`src/rtl/posit_defines_es3.sv`:
```
// Shared definitions for the ES3 posit datapath (raw adder and normalizer).
// Holds the serialized raw-sum layout, the posit<32,3> geometry and the
// special encodings used when packing a raw sum into a posit.
package posit_defines_es3;

  localparam int POSIT_SERIALIZED_WIDTH_SUM_ES3 = 41;
  localparam int ABITS                          = 29;

  localparam int          POSIT_WIDTH_ES3    = 32;
  localparam int          POSIT_ES3          = 3;
  localparam int          POSIT_MAXSCALE_ES3 = 240;
  localparam logic [31:0] POSIT_NAR_ES3      = 32'h80000000;
  localparam logic [31:0] POSIT_MAXPOS_ES3   = 32'h7FFFFFFF;
  localparam logic [31:0] POSIT_MINPOS_ES3   = 32'h00000001;

  // Raw sum as produced by the adder: fraction has an implicit hidden bit,
  // its MSB weighs 2^-1.
  typedef struct packed {
    logic                    sgn;
    logic signed [8:0]       scale;
    logic [ABITS-1:0]        fraction;
    logic                    inf;
    logic                    zero;
  } value_sum;

endpackage

```
`src/rtl/shift_right.sv`:
```
// Generic logical right shifter (zero fill).
// Ports:
//   i_data  : N-bit operand
//   i_shamt : S-bit shift amount
//   o_data  : i_data >> i_shamt
module shift_right #(
  parameter int N = 64,
  parameter int S = 6
) (
  input  logic [N-1:0] i_data,
  input  logic [S-1:0] i_shamt,
  output logic [N-1:0] o_data
);

  assign o_data = i_data >> i_shamt;

endmodule

```
`src/rtl/posit_normalize_es3.sv`:
```
// Packs the ES3 raw adder's serialized sum into a posit<32,3> with
// round-to-nearest-even and saturation to maxpos/minpos. Fixed 3-cycle
// latency, one operand per cycle, no back-pressure.
// Ports:
//   clk          : clock, all state on rising edge
//   reset        : synchronous active-high reset
//   in1          : raw sum {sgn, scale[8:0], fraction[28:0], inf, zero}
//   truncated_in : sticky flag, nonzero bits lost upstream
//   start        : in1/truncated_in valid this cycle
//   result       : posit<32,3>, holds its value while done is low
//   done         : result valid this cycle (start delayed by 3 cycles)
module posit_normalize_es3
  import posit_defines_es3::*;
(
  input  logic                                      clk,
  input  logic                                      reset,
  input  logic [POSIT_SERIALIZED_WIDTH_SUM_ES3-1:0] in1,
  input  logic                                      truncated_in,
  input  logic                                      start,
  output logic [POSIT_WIDTH_ES3-1:0]                result,
  output logic                                      done
);

  localparam logic signed [8:0] SCALE_MAX = 9'(POSIT_MAXSCALE_ES3);
  localparam logic signed [8:0] SCALE_MIN = 9'(-POSIT_MAXSCALE_ES3);

  // Clamp out-of-range scales before rounding; the clamped bodies carry no
  // round bits so they can never step past maxpos or down to zero.
  function automatic logic [32:0] saturate(
    input logic signed [8:0] scale,
    input logic [30:0]       body,
    input logic              g,
    input logic              s
  );
    if (scale >= SCALE_MAX)
      return {POSIT_MAXPOS_ES3[30:0], 2'b00};
    if (scale < SCALE_MIN)
      return {POSIT_MINPOS_ES3[30:0], 2'b00};
    return {body, g, s};
  endfunction

  function automatic logic [31:0] round_rne(
    input logic [30:0] body,
    input logic        g,
    input logic        s
  );
    return {1'b0, body} + {31'b0, g & (body[0] | s)};
  endfunction

  // ---- Stage 0: capture operand ----
  value_sum r_val_p0;
  logic     r_trunc_p0;
  logic     r_vld_p0;

  always_ff @(posedge clk) begin
    if (reset) r_vld_p0 <= 1'b0;
    else       r_vld_p0 <= start;
  end

  always_ff @(posedge clk) begin
    r_val_p0   <= value_sum'(in1);
    r_trunc_p0 <= truncated_in;
  end

  // ---- Stage 1: regime placement, body extraction, g/s ----
  logic signed [5:0] w_k_p1;
  logic              w_kneg_p1;
  logic [5:0]        w_shamt_p1;
  logic [63:0]       w_src_p1;
  logic [63:0]       w_shifted_p1;
  logic [63:0]       w_field_p1;

  // k = scale >>> 3 is exactly the top six scale bits.
  assign w_k_p1     = r_val_p0.scale[8:3];
  assign w_kneg_p1  = w_k_p1[5];
  assign w_shamt_p1 = w_kneg_p1 ? 6'(-w_k_p1) : 6'(w_k_p1 + 6'sd1);

  // Negative k: shift {1,e,frac} right so -k zeros precede the terminating 1.
  // Positive k: shift the complement so the zero fill becomes k+1 ones after
  // re-inverting, with the terminating 0 landing right behind them.
  assign w_src_p1 = w_kneg_p1
                  ?  {1'b1, r_val_p0.scale[2:0], r_val_p0.fraction, 31'b0}
                  : ~{1'b0, r_val_p0.scale[2:0], r_val_p0.fraction, 31'b0};

  shift_right #(
    .N(64),
    .S(6)
  ) u_regime_shift (
    .i_data (w_src_p1),
    .i_shamt(w_shamt_p1),
    .o_data (w_shifted_p1)
  );

  assign w_field_p1 = w_kneg_p1 ? w_shifted_p1 : ~w_shifted_p1;

  logic [30:0] r_body_p1;
  logic        r_g_p1;
  logic        r_s_p1;
  logic        r_sgn_p1;
  logic        r_nar_p1;
  logic        r_vld_p1;

  always_ff @(posedge clk) begin
    if (reset) r_vld_p1 <= 1'b0;
    else       r_vld_p1 <= r_vld_p0;
  end

  always_ff @(posedge clk) begin
    if (r_val_p0.zero)
      {r_body_p1, r_g_p1, r_s_p1} <= 33'b0;
    else
      {r_body_p1, r_g_p1, r_s_p1} <= saturate(r_val_p0.scale,
                                              w_field_p1[63:33],
                                              w_field_p1[32],
                                              (|w_field_p1[31:0]) | r_trunc_p0);
    r_sgn_p1 <= r_val_p0.sgn & ~r_val_p0.zero & ~r_val_p0.inf;
    r_nar_p1 <= r_val_p0.inf;
  end

  // ---- Stage 2: round, apply sign, register result ----
  logic [31:0] w_mag_p2;
  logic [31:0] w_res_p2;

  assign w_mag_p2 = round_rne(r_body_p1, r_g_p1, r_s_p1);
  assign w_res_p2 = r_nar_p1 ? POSIT_NAR_ES3
                  : (r_sgn_p1 ? -w_mag_p2 : w_mag_p2);

  logic [31:0] r_result_p2;
  logic        r_vld_p2;

  always_ff @(posedge clk) begin
    if (reset) begin
      r_vld_p2    <= 1'b0;
      r_result_p2 <= '0;
    end else begin
      r_vld_p2 <= r_vld_p1;
      if (r_vld_p1) r_result_p2 <= w_res_p2;
    end
  end

  assign result = r_result_p2;
  assign done   = r_vld_p2;

endmodule

```
`config.mk`:
```
export PLATFORM = sky130hd
export DESIGN_NAME = posit_normalize_es3
export DESIGN_NICKNAME = d
export VERILOG_FILES = /design/src/rtl/posit_defines_es3.sv /design/src/rtl/shift_right.sv /design/src/rtl/posit_normalize_es3.sv
export SDC_FILE = /design/constraint.sdc
export NUM_CORES = 1
export LEC_CHECK = 0
export CORE_UTILIZATION = 51
export DETAILED_ROUTE_END_ITERATION = 16
export PLACE_DENSITY_LB_ADDON = 0.05
export SYNTH_ARGS = -nofsm -noshare
export SYNTH_HDL_FRONTEND = slang
export SYNTH_SLANG_ARGS = --single-unit
```
`constraint.sdc`:
```
create_clock -name clk -period 5.2 [get_ports clk]
set_input_delay 1.04 -clock clk [delete_from_list [all_inputs] [get_ports clk]]
set_output_delay 1.04 -clock clk [all_outputs]
set_load 0.03 [all_outputs]
```
* After elaboration in Yosys (flattened, before gate mapping)
Cells that the tools add are included.
** Word-level totals
- Bits in registers :: 112
- Latch bits :: 0
- Bits in writable memories :: 0
- Bits in read-only memories :: 0
- Input bits :: 45
- Output and inout bits :: 33
- Logic and storage cells :: 46
- Memories kept :: 0
** Operators by class
- Add/sub/neg operators :: 4
- Multipliers :: 0
- Divide/modulo/power cells :: 0
- $lt $le $gt $ge :: 2
- Eq/ne operators :: 0
- Shift operators :: 1
- Mux-type cells :: 14
- Bitwise operators :: 9
- Reductions and logical operators :: 1
** Operators by type and width (number)
- $mux W33 :: 4
- $mux W64 :: 2
- $mux W32 :: 2
- $not A63 Y64 :: 1
- $not A64 Y64 :: 1
- $shr A64 B6 Y64 :: 1
- $add A31 B1 Y32 :: 1
- $neg A32 Y32 :: 1
- $reduce_or A32 Y1 :: 1
- $ge A9 B9 Y1 const B :: 1
- $lt A9 B9 Y1 const B :: 1
- $add A6 B2 Y6 const B :: 1
- $mux W6 :: 1
- $neg A6 Y6 :: 1
- $mux W1 :: 5
- $and A1 B1 Y1 :: 3
- $not A1 Y1 :: 2
- $or A1 B1 Y1 :: 2

* Logic depth before layout (Yosys ltp)
Gate-level depths: netlist of the first run.
- Depth in word-level cells :: 9
- Gate-level depth with buffers :: 18
- Depth with buffers taken out :: 13

* Hierarchy
From an unflattened synthesis of the first run, not the netlist that was laid out.
** Unflattened totals
- Cell total of the unflattened synthesis :: 1075
- Area total of the unflattened synthesis :: 9512.9 sq um
** By module, submodules not included
- posit_normalize_es3 :: instances 1, cells each 613, area an instance 5459.0 sq um, seq. area each 2242.2 sq um
- shift_right :: instances 1, cells each 462, area an instance 4053.9 sq um, seq. area each 0.0 sq um

* Worst setup path after synthesis of the first run
OpenSTA, ideal clock, no wires.
- Path type :: register to register
- Start point :: register r_val_p0[34] (netlist name)
- End point :: register r_s_p1
- Setup time :: 0.123 ns
- Arrival time :: 3.629 ns
- Slack :: 1.448 ns
- Stages on the path, launching flop included :: 18
- Buffers on the path :: 5
- Path through :: dfxtp_1 inv_1 clkbuf_1 clkbuf_1 ha_1 nand2b_1 buf_2 and3_1 buf_2 nor2_4 buf_6 mux2_2 mux4_2 o221ai_1 o21ai_1 or3_1 o22ai_1 a31oi_1
** Between the ends
- Longest elaborated chain between the ends :: 9
- Elaborated cells between the ends (all ways) :: 18
- Those cells by class :: add/sub (2); order compare (2); shift (1); mux (10); bitwise (2); reduce/logical (1)
** RTL lines
- start: declaration :: RTL line posit_normalize_es3.sv:51 : value_sum r_val_p0;
- start signal: assignment :: RTL line posit_normalize_es3.sv:61 : r_val_p0 <= value_sum'(in1);
- $add A6 B2 Y6 or $neg A6 Y6 (tied branches) :: RTL line posit_normalize_es3.sv:76 : assign w_shamt_p1 = w_kneg_p1 ? 6'(-w_k_p1) : 6'(w_k_p1 + 6'sd1);
- $mux W6 :: RTL line posit_normalize_es3.sv:76
- $shr A64 B6 Y64 :: RTL line shift_right.sv:15 : assign o_data = i_data >> i_shamt;
- $not A64 Y64 :: RTL line posit_normalize_es3.sv:94 : assign w_field_p1 = w_kneg_p1 ? w_shifted_p1 : ~w_shifted_p1;
- $mux W64 :: RTL line posit_normalize_es3.sv:94
- $reduce_or A32 Y1 :: RTL line posit_normalize_es3.sv:115 : (|w_field_p1[31:0]) | r_trunc_p0);
- $or A1 B1 Y1 :: RTL line posit_normalize_es3.sv:115
- $mux W33 :: RTL line posit_normalize_es3.sv:39 : return {body, g, s};
- $mux W33 (*) :: RTL line posit_normalize_es3.sv:37 : if (scale < SCALE_MIN)
- end signal: assignment :: RTL line posit_normalize_es3.sv:112 : {r_body_p1, r_g_p1, r_s_p1} <= saturate(r_val_p0.scale,
- end: declaration :: RTL line posit_normalize_es3.sv:98 : logic r_s_p1;
Mark *: on every way between the ends. The rest lies on a longest branch, timed or not. The select of a mux whose other input is x is not followed.
A chain may end at the register's enable or synchronous reset.

* Final worst setup path of the first run
Ends and elaborated chain as after synthesis.

==> reports/metrics.yaml, run 1 <==
setup_path:
  ff2ff_setup_slack_ps: 990
  reg2reg_from: "r_val_p0[34]"
  cpLargestDelayFamily: "simple AND/OR/NAND/NOR gates"
  crit_arrival_ps: 4470
  required_ps: 5460
  slowest_delay_ps: 660
  path_cells: "inv_1 -> ha_1 -> nand2b_1 -> and3_1 -> nor2_4 -> buf_4 -> mux2i_1 -> mux4_2 -> o221ai_1 -> o21ai_1 -> or3_1 -> o22ai_1 -> a31oi_1"
  cp_slowest_cell: "nor2_4"
  cp_max_fo: 29
  path_depth: 13
  reg2regPathDepth: 13
  startpoint: "r_val_p0[34]"
  timing.rr.end: "r_s_p1"
  timing.critical_path.buf_inv: 2
  endpoint: "r_s_p1"
  endpoint_kind: "flop"
  cp-start-kind: "flop"
  crit_type: "reg2reg"
pwr:
  power_density_mw_per_mm2: 269
  vdd_drop_max_uv: 178
  leakagePower_nw: 3.65
grt:
  grt_start_max_net_pins: 60
  grt-ovfl-total: 0
  grt_pass1_vias: 8218
  grt_use_total: 0.310
  antenna_found_initial: 0
  grt_pass1_wl_mm: 43.4
logic_synthesis:
  ys_ff_latch: 112
  synth_enable_flop_cells: 0
  synth_cell_type_count: 87
  synth_top_family_by_area: "compound AO/OA/AOI/OAI gates"
  yosys_warnings: 0
  synth-seq-area-share: 0.253
  syn-num-nets: 1169
  ys.flop_type: "dfxtp_1"
  synth_mux_area_frac: 0.123
  syn_inst: 1119
  yosys.area_share.simple: 0.229
  syn_area_sq_mm: 0.00886
  synth-xor-area-share: 0.0642
  synth-adder-area-share: 0.00706
  syn_avg_cell_area_sq_um: 7.92
  synth-compound-area-share: 0.274
  synthArstFlopShare: 0
sta:
  tns_ps: 0
  min_period_ps: 4210
  finalHoldViolCount: 0
  slew_headroom: 0.424
  slew_viol_final: 0
  max_freq_ghz: 0.238
  tightest_slew_ps: 839
  finalSetupViolCount: 0
  rsz0062_at_grt: "no"
  finalCritPeriodShare: 0.810
  clock_skew_ps: 11.2
drt:
  drt-pass1-iter-count: 5
  postRouteAntennaNets: 0
  vias: 8602
  drtIter0Drc: 591
  post_drt_wl_per_cell_um: 19.8
  wl_mm: 27.0
  via_per_inst: 6.29
  route.detailed.drc: 0
flow_run:
  drv_cap: 0
floorplan:
  dieArea_sq_mm: 0.0179
  core-area_sq_mm: 0.0168
  num_io_pins: 78
  die_h_um: 134
  initial_core_util: 0.529
  fp-row-count: 47
  die_w_um: 134
finish:
  final_common_cell: "dfxtp_1"
  fin_util: 0.596
  fillers: 1631
  drive_above_1_share: 0.0976
  area_delta_synth_final_pct: 12.8
  layout_common_cells: "dfxtp_1 (110), nor2_1 (99), a21oi_1 (95)"
  final_area_sq_mm: 0.0100
  nNetsFinal: 1192
  antenna_cells: 0
placement:
  place_area_sq_mm: 0.00970
  port_buffers: 77
  place.gp.congestion: 1.00
  dp_hpwl_mm: 20.8
clocking:
  cts_setup_buffers: 0
  numCtsBuffers: 9
  ctsResizeCount: 0
  clk_pin_slew_ps: 90
  cts_sinks: 112
  clk_latency_ps: 370
  h-tree-depth: 3
  ctsLongestPathBuffers: 2
  cts_tree: "done"
  hold_buffers: 0
  clock-root-buffer: "clkbuf_16"
worst_hold_path:
  hp-class: "reg2reg"
run_status:
  status: "finished clean"
[report_power, final]
part	switching (W)	leakage, nW	internal (W)
clock	0.000367	0.141	0.000336
combinational	0.000586	2.58	0.000412
sequential	0.0000782	0.930	0.000913
[synth_stat cells (6+ instances only)]
library cell,count,area share
and2_1,21,0.015
nand4_1,14,0.0099
nor2b_1,36,0.025
nor2_1,99,0.042
a31oi_1,15,0.011
a21boi_0,8,0.0068
clkbuf_1,52,0.022
and3_1,15,0.011
buf_1,10,0.0042
a211o_1,6,0.0059
xnor2_1,47,0.046
mux2_2,23,0.029
nand3_1,32,0.018
nand2b_1,12,0.0085
a211oi_1,17,0.014
a22o_1,13,0.013
or3_1,8,0.0056
buf_4,7,0.0059
a21o_1,9,0.0076
dfxtp_1,112,0.25
o221ai_1,7,0.0069
mux4_2,21,0.053
and4_1,7,0.0069
o21a_1,12,0.010
mux2i_1,36,0.041
xor2_1,18,0.018
nand2_1,92,0.039
buf_2,20,0.011
nor3_1,25,0.014
a21oi_1,95,0.054
o211ai_1,30,0.025
o21ai_0,70,0.040
inv_1,8,0.0034
a22oi_1,9,0.0076
[worst reg2reg max path: stages, from the launching register on]
cell      delay (ps)
dfxtp_2          540
inv_1            110
ha_1             280
nand2b_1         260
and3_1           270
nor2_4           660
buf_4            370
mux2i_1          140
mux4_2           560
o221ai_1         250
o21ai_1          110
or3_1            320
o22ai_1          140
a31oi_1          100
[logic make-up after synthesis]
family	count (synthesis)
compound gates	361
xor+xnor	65
mux	80
buf+inv	100
fa+ha+maj	5
flops	112
simple gates	396
[layer usage]
| layer | global-route usage | vias to the layer above | routed length [um] |
|---|---|---|---|
| li1 | - | 4200 | - |
| met1 | 0.355 | 3977 | 11000 |
| met2 | 0.537 | 338 | 13000 |
| met3 | 0.0476 | 87 | 1440 |
| met4 | 0.199 | 0 | 1650 |
| met5 | 0 | - | 0 |
[stage by stage]
step,setup slack (ps),hold WS [ps],cells,total power (W)
floorplan,1450,332,1119,0.00170
global placement,1130,338,1351,0.00199
detailed placement,1070,340,1351,0.00198
CTS,1070,359,1367,0.00268
global route,695,382,1367,0.00282
finish,990,357,1367,0.00269
[worst min path at each step]
stage                     slack [ps]         from  cells past startpoint  endpoint
final                            360  r_val_p0[1]                      0  r_nar_p1
after CTS                        360  r_val_p0[1]                      0  r_nar_p1
after floorplan                  330  r_val_p0[1]                      0  r_nar_p1
after detailed placement         340  r_val_p0[1]                      0  r_nar_p1
after global placement           340  r_val_p0[1]                      0  r_nar_p1
after global routing             380  r_val_p0[1]                      0  r_nar_p1
[cell type report]
cell class	count	area (sq um)	share of cell area
clock inverters	7	66.3	0.00663
multi-input cells	907	6190	0.619
clock buffers	9	225	0.0225
inverters	10	37.5	0.00376
flip-flops and latches	112	2250	0.225
repair buffers	102	958	0.0959
well taps	220	275	0.0275
[flip-flops by register name, summed over array words and instances, names as in the netlist]
| name | cells |
|---|---|
| r_trunc_p0 | 1 |
| r_g_p1 | 1 |
| r_vld_p1 | 1 |
| r_sgn_p1 | 1 |
| r_vld_p0 | 1 |
| result | 32 |
| r_body_p1 | 31 |
| r_val_p0 | 41 |
| r_nar_p1 | 1 |
| r_s_p1 | 1 |
| done | 1 |
Note: power is estimated with default switching activity, not from simulation.
==> run 2: changes to the inputs <==
==> constraint.sdc (replaced) <==
create_clock -name clk -period 3.38 [get_ports clk]
set_input_delay 0.676 -clock clk [delete_from_list [all_inputs] [get_ports clk]]
set_output_delay 0.676 -clock clk [all_outputs]
set_load 0.03 [all_outputs]
==> reports/metrics.yaml, run 2 (synthesis gave the netlist of run 1 again) <==
run_status:
  status: "finished clean"
flow_run:
  drv_cap: 0  # unchanged
worst_hold_path:
  hp-class: "reg2reg"
  whs_path_depth: 0  # unchanged
  hp-start: "r_val_p0[1]"
  whs_endpoint: "r_nar_p1"
floorplan:
  core-area_sq_mm: 0.0168  # unchanged
  initial_core_util: 0.529  # unchanged
  die_h_um: 134  # unchanged
  fp-row-count: 47  # unchanged
  dieArea_sq_mm: 0.0179  # unchanged
  die_w_um: 134  # unchanged
  num_io_pins: 78  # unchanged
drt:
  vias: 8998  # +4.6%
  wl_mm: 28.2  # +4.3%
  post_drt_wl_per_cell_um: 19.3  # -2.2%
  via_per_inst: 6.17  # -1.9%
  route.detailed.drc: 0  # unchanged
  drt-pass1-iter-count: 7  # +2
  drtIter0Drc: 667  # +13%
  postRouteAntennaNets: 0  # unchanged
grt:
  grt_start_max_net_pins: 60  # unchanged
  grt_use_total: 0.319  # +0.00934
  antenna_found_initial: 0  # unchanged
  grt_pass1_vias: 8545  # +4.0%
  grt-ovfl-total: 0  # unchanged
  grt_pass1_wl_mm: 44.8  # +3.3%
setup_path:
  cpLargestDelayFamily: "compound AO/OA/AOI/OAI gates"
  cp-start-kind: "flop"
  endpoint_kind: "flop"
  cp_slowest_cell: "dfxtp_2"
  crit_type: "reg2reg"
  path_cells: "inv_1 -> ha_4 -> buf_4 -> nand2_1 -> and4_1 -> a211o_1 -> o211ai_1 -> o211ai_1 -> a2111oi_2 -> nand4_1 -> o22ai_1 -> a31oi_1"
  required_ps: 3630  # -1830 ps
  crit_arrival_ps: 3510  # -960 ps
  reg2regPathDepth: 12  # -1
  slowest_delay_ps: 380  # -280 ps
  ff2ff_setup_slack_ps: 120  # -870 ps
  timing.rr.end: "r_s_p1"
  reg2reg_from: "r_val_p0[35]"
  cpMostUsedCell: "o211ai_1"
  timing.critical_path.buf_inv: 2  # unchanged
  cp_max_fo: 15  # -48%
clocking:
  numCtsBuffers: 9  # unchanged
  hold_buffers: 0  # unchanged
  cts_sinks: 112  # unchanged
  clock-root-buffer: "clkbuf_16"
  clk_latency_ps: 370  # about the same
  clk_pin_slew_ps: 80  # about the same
  cts_tree: "done"
  ctsLongestPathBuffers: 2  # unchanged
  h-tree-depth: 3  # unchanged
pwr:
  switching_share: 0.368  # -0.0145
  p_sw_w: 0.00163  # +58%
  power_w: 0.00443  # +65%
  power_density_mw_per_mm2: 407  # +51%
  power.internal_w: 0.00280  # +68%
  power_frac_comb: 0.393  # +0.022
  vdd_drop_max_uv: 326  # +83%
  p_clk_frac: 0.262  # about the same
  seqPwrFrac: 0.344  # -0.024
  leakagePower_nw: 4.14  # +13%
finish:
  largest_register_ffs: 41  # unchanged
  nNetsFinal: 1283  # +7.6%
  area_delta_synth_final_pct: 22.9
  final_common_cell: "buf_4"
  layout_common_cells: "buf_4 (110), dfxtp_1 (109), nor2_1 (98)"
  top_register: "r_val_p0"
  antenna_cells: 0  # unchanged
  drive_above_1_share: 0.182  # +0.0841
  fin_util: 0.650  # +0.0536
sta:
  finalCritPeriodShare: 0.963  # +0.154
  tns_ps: 0  # unchanged
  finalSetupViolCount: 0  # unchanged
  finalHoldViolCount: 0  # unchanged
  clock_skew_ps: 12.4  # +1.22 ps
  slew_viol_final: 0  # unchanged
  rsz0062_at_grt: "yes"
  max_freq_ghz: 0.307  # +29%
  tightest_slew_ps: 845  # +5.31 ps
  min_period_ps: 3260  # -954 ps
  slew_headroom: 0.436  # +0.0117
placement:
  port_buffers: 77  # unchanged
  place.gp.congestion: 1.06  # +5.4%
  dp_hpwl_mm: 21.8  # +5.0%
[run 2: changes by cell type in the layout (fill, tap and decap cells not counted), moves of 3 or more]
cell / delta
buf_12: +3
buf_4: +85
mux2i_1: -4
mux2i_2: +4
o21ai_0: -5
o21ai_1: +5
[run 2: how the worst max path moves through the flow]
stage	slack [ps]	endpoint	start	cells past startpoint
after floorplan	3	r_s_p1	r_val_p0[34]	17
after global placement	-9	r_s_p1	r_val_p0[35]	14
after detailed placement	-60	r_s_p1	r_val_p0[35]	14
after CTS	3	r_s_p1	r_val_p0[35]	13
after global routing	-50	r_s_p1	r_val_p0[35]	15
final	120	r_s_p1	r_val_p0[35]	12
[run 2: metrics by stage]
| stage | hold slack, ps | area (sq um) | instances | setup WS, ps |
|---|---|---|---|---|
| 2_1_floorplan | 332 | 8910 | 1119 | 3.34 |
| 6_report | 360 | 10900 | 1458 | 125 |
| 5_1_grt | 377 | 10900 | 1458 | -45.1 |
| 3_5_place_dp | 350 | 10400 | 1434 | -64.0 |
| 4_1_cts | 364 | 10700 | 1451 | 3.25 |
| 3_3_place_gp | 339 | 10400 | 1434 | -8.54 |
[run 2: worst register-to-register path, stage by stage (launching register included)]
cell and delay, ps:
dfxtp_2 380, inv_1 100, ha_4 370, buf_4 250, nand2_1 140, and4_1 250
a211o_1 340, o211ai_1 310, o211ai_1 190, a2111oi_2 360, nand4_1 140, o22ai_1 200
a31oi_1 110
[run 2: what timing repair did]
| item | CTS | global route |
|---|---|---|
| resized for setup | 6 | 28 |
| setup endpoints to repair | 2 | 15 |
| cloned | 0 | 1 |
| buffers inserted | 1 | 6 |
| pin swaps | 1 | 6 |
[run 2: layout make-up]
cell class / instances / area (sq um)
Sequential cell: 112 / 2250
Tap cell: 220 / 275
Fill cell: 1524 / 5870
Inverter: 10 / 37.5
Clock inverter: 7 / 97.6
Timing Repair Buffer: 193 / 1700
Multi-Input combinational cell: 907 / 6300
Clock buffer: 9 / 225
[run 2: power by group through the flow]
stage | combinational, W | sequential (W) | clock (W)
after floorplan | 0.00112 | 0.00151 | 0
after global placement | 0.00165 | 0.00155 | 0
after detailed placement | 0.00165 | 0.00155 | 0
after CTS | 0.00167 | 0.00152 | 0.00118
after global routing | 0.00187 | 0.00154 | 0.00124
final | 0.00174 | 0.00152 | 0.00116
[run 2: metal layers]
metal  global-route usage  vias to the layer above  part of all wire
met5                    0                        -                 0
met4                0.222                        0             0.070
met3               0.0427                      103             0.042
met2                0.562                      321              0.49
met1                0.356                     4177              0.40
li1                     -                     4397                 -
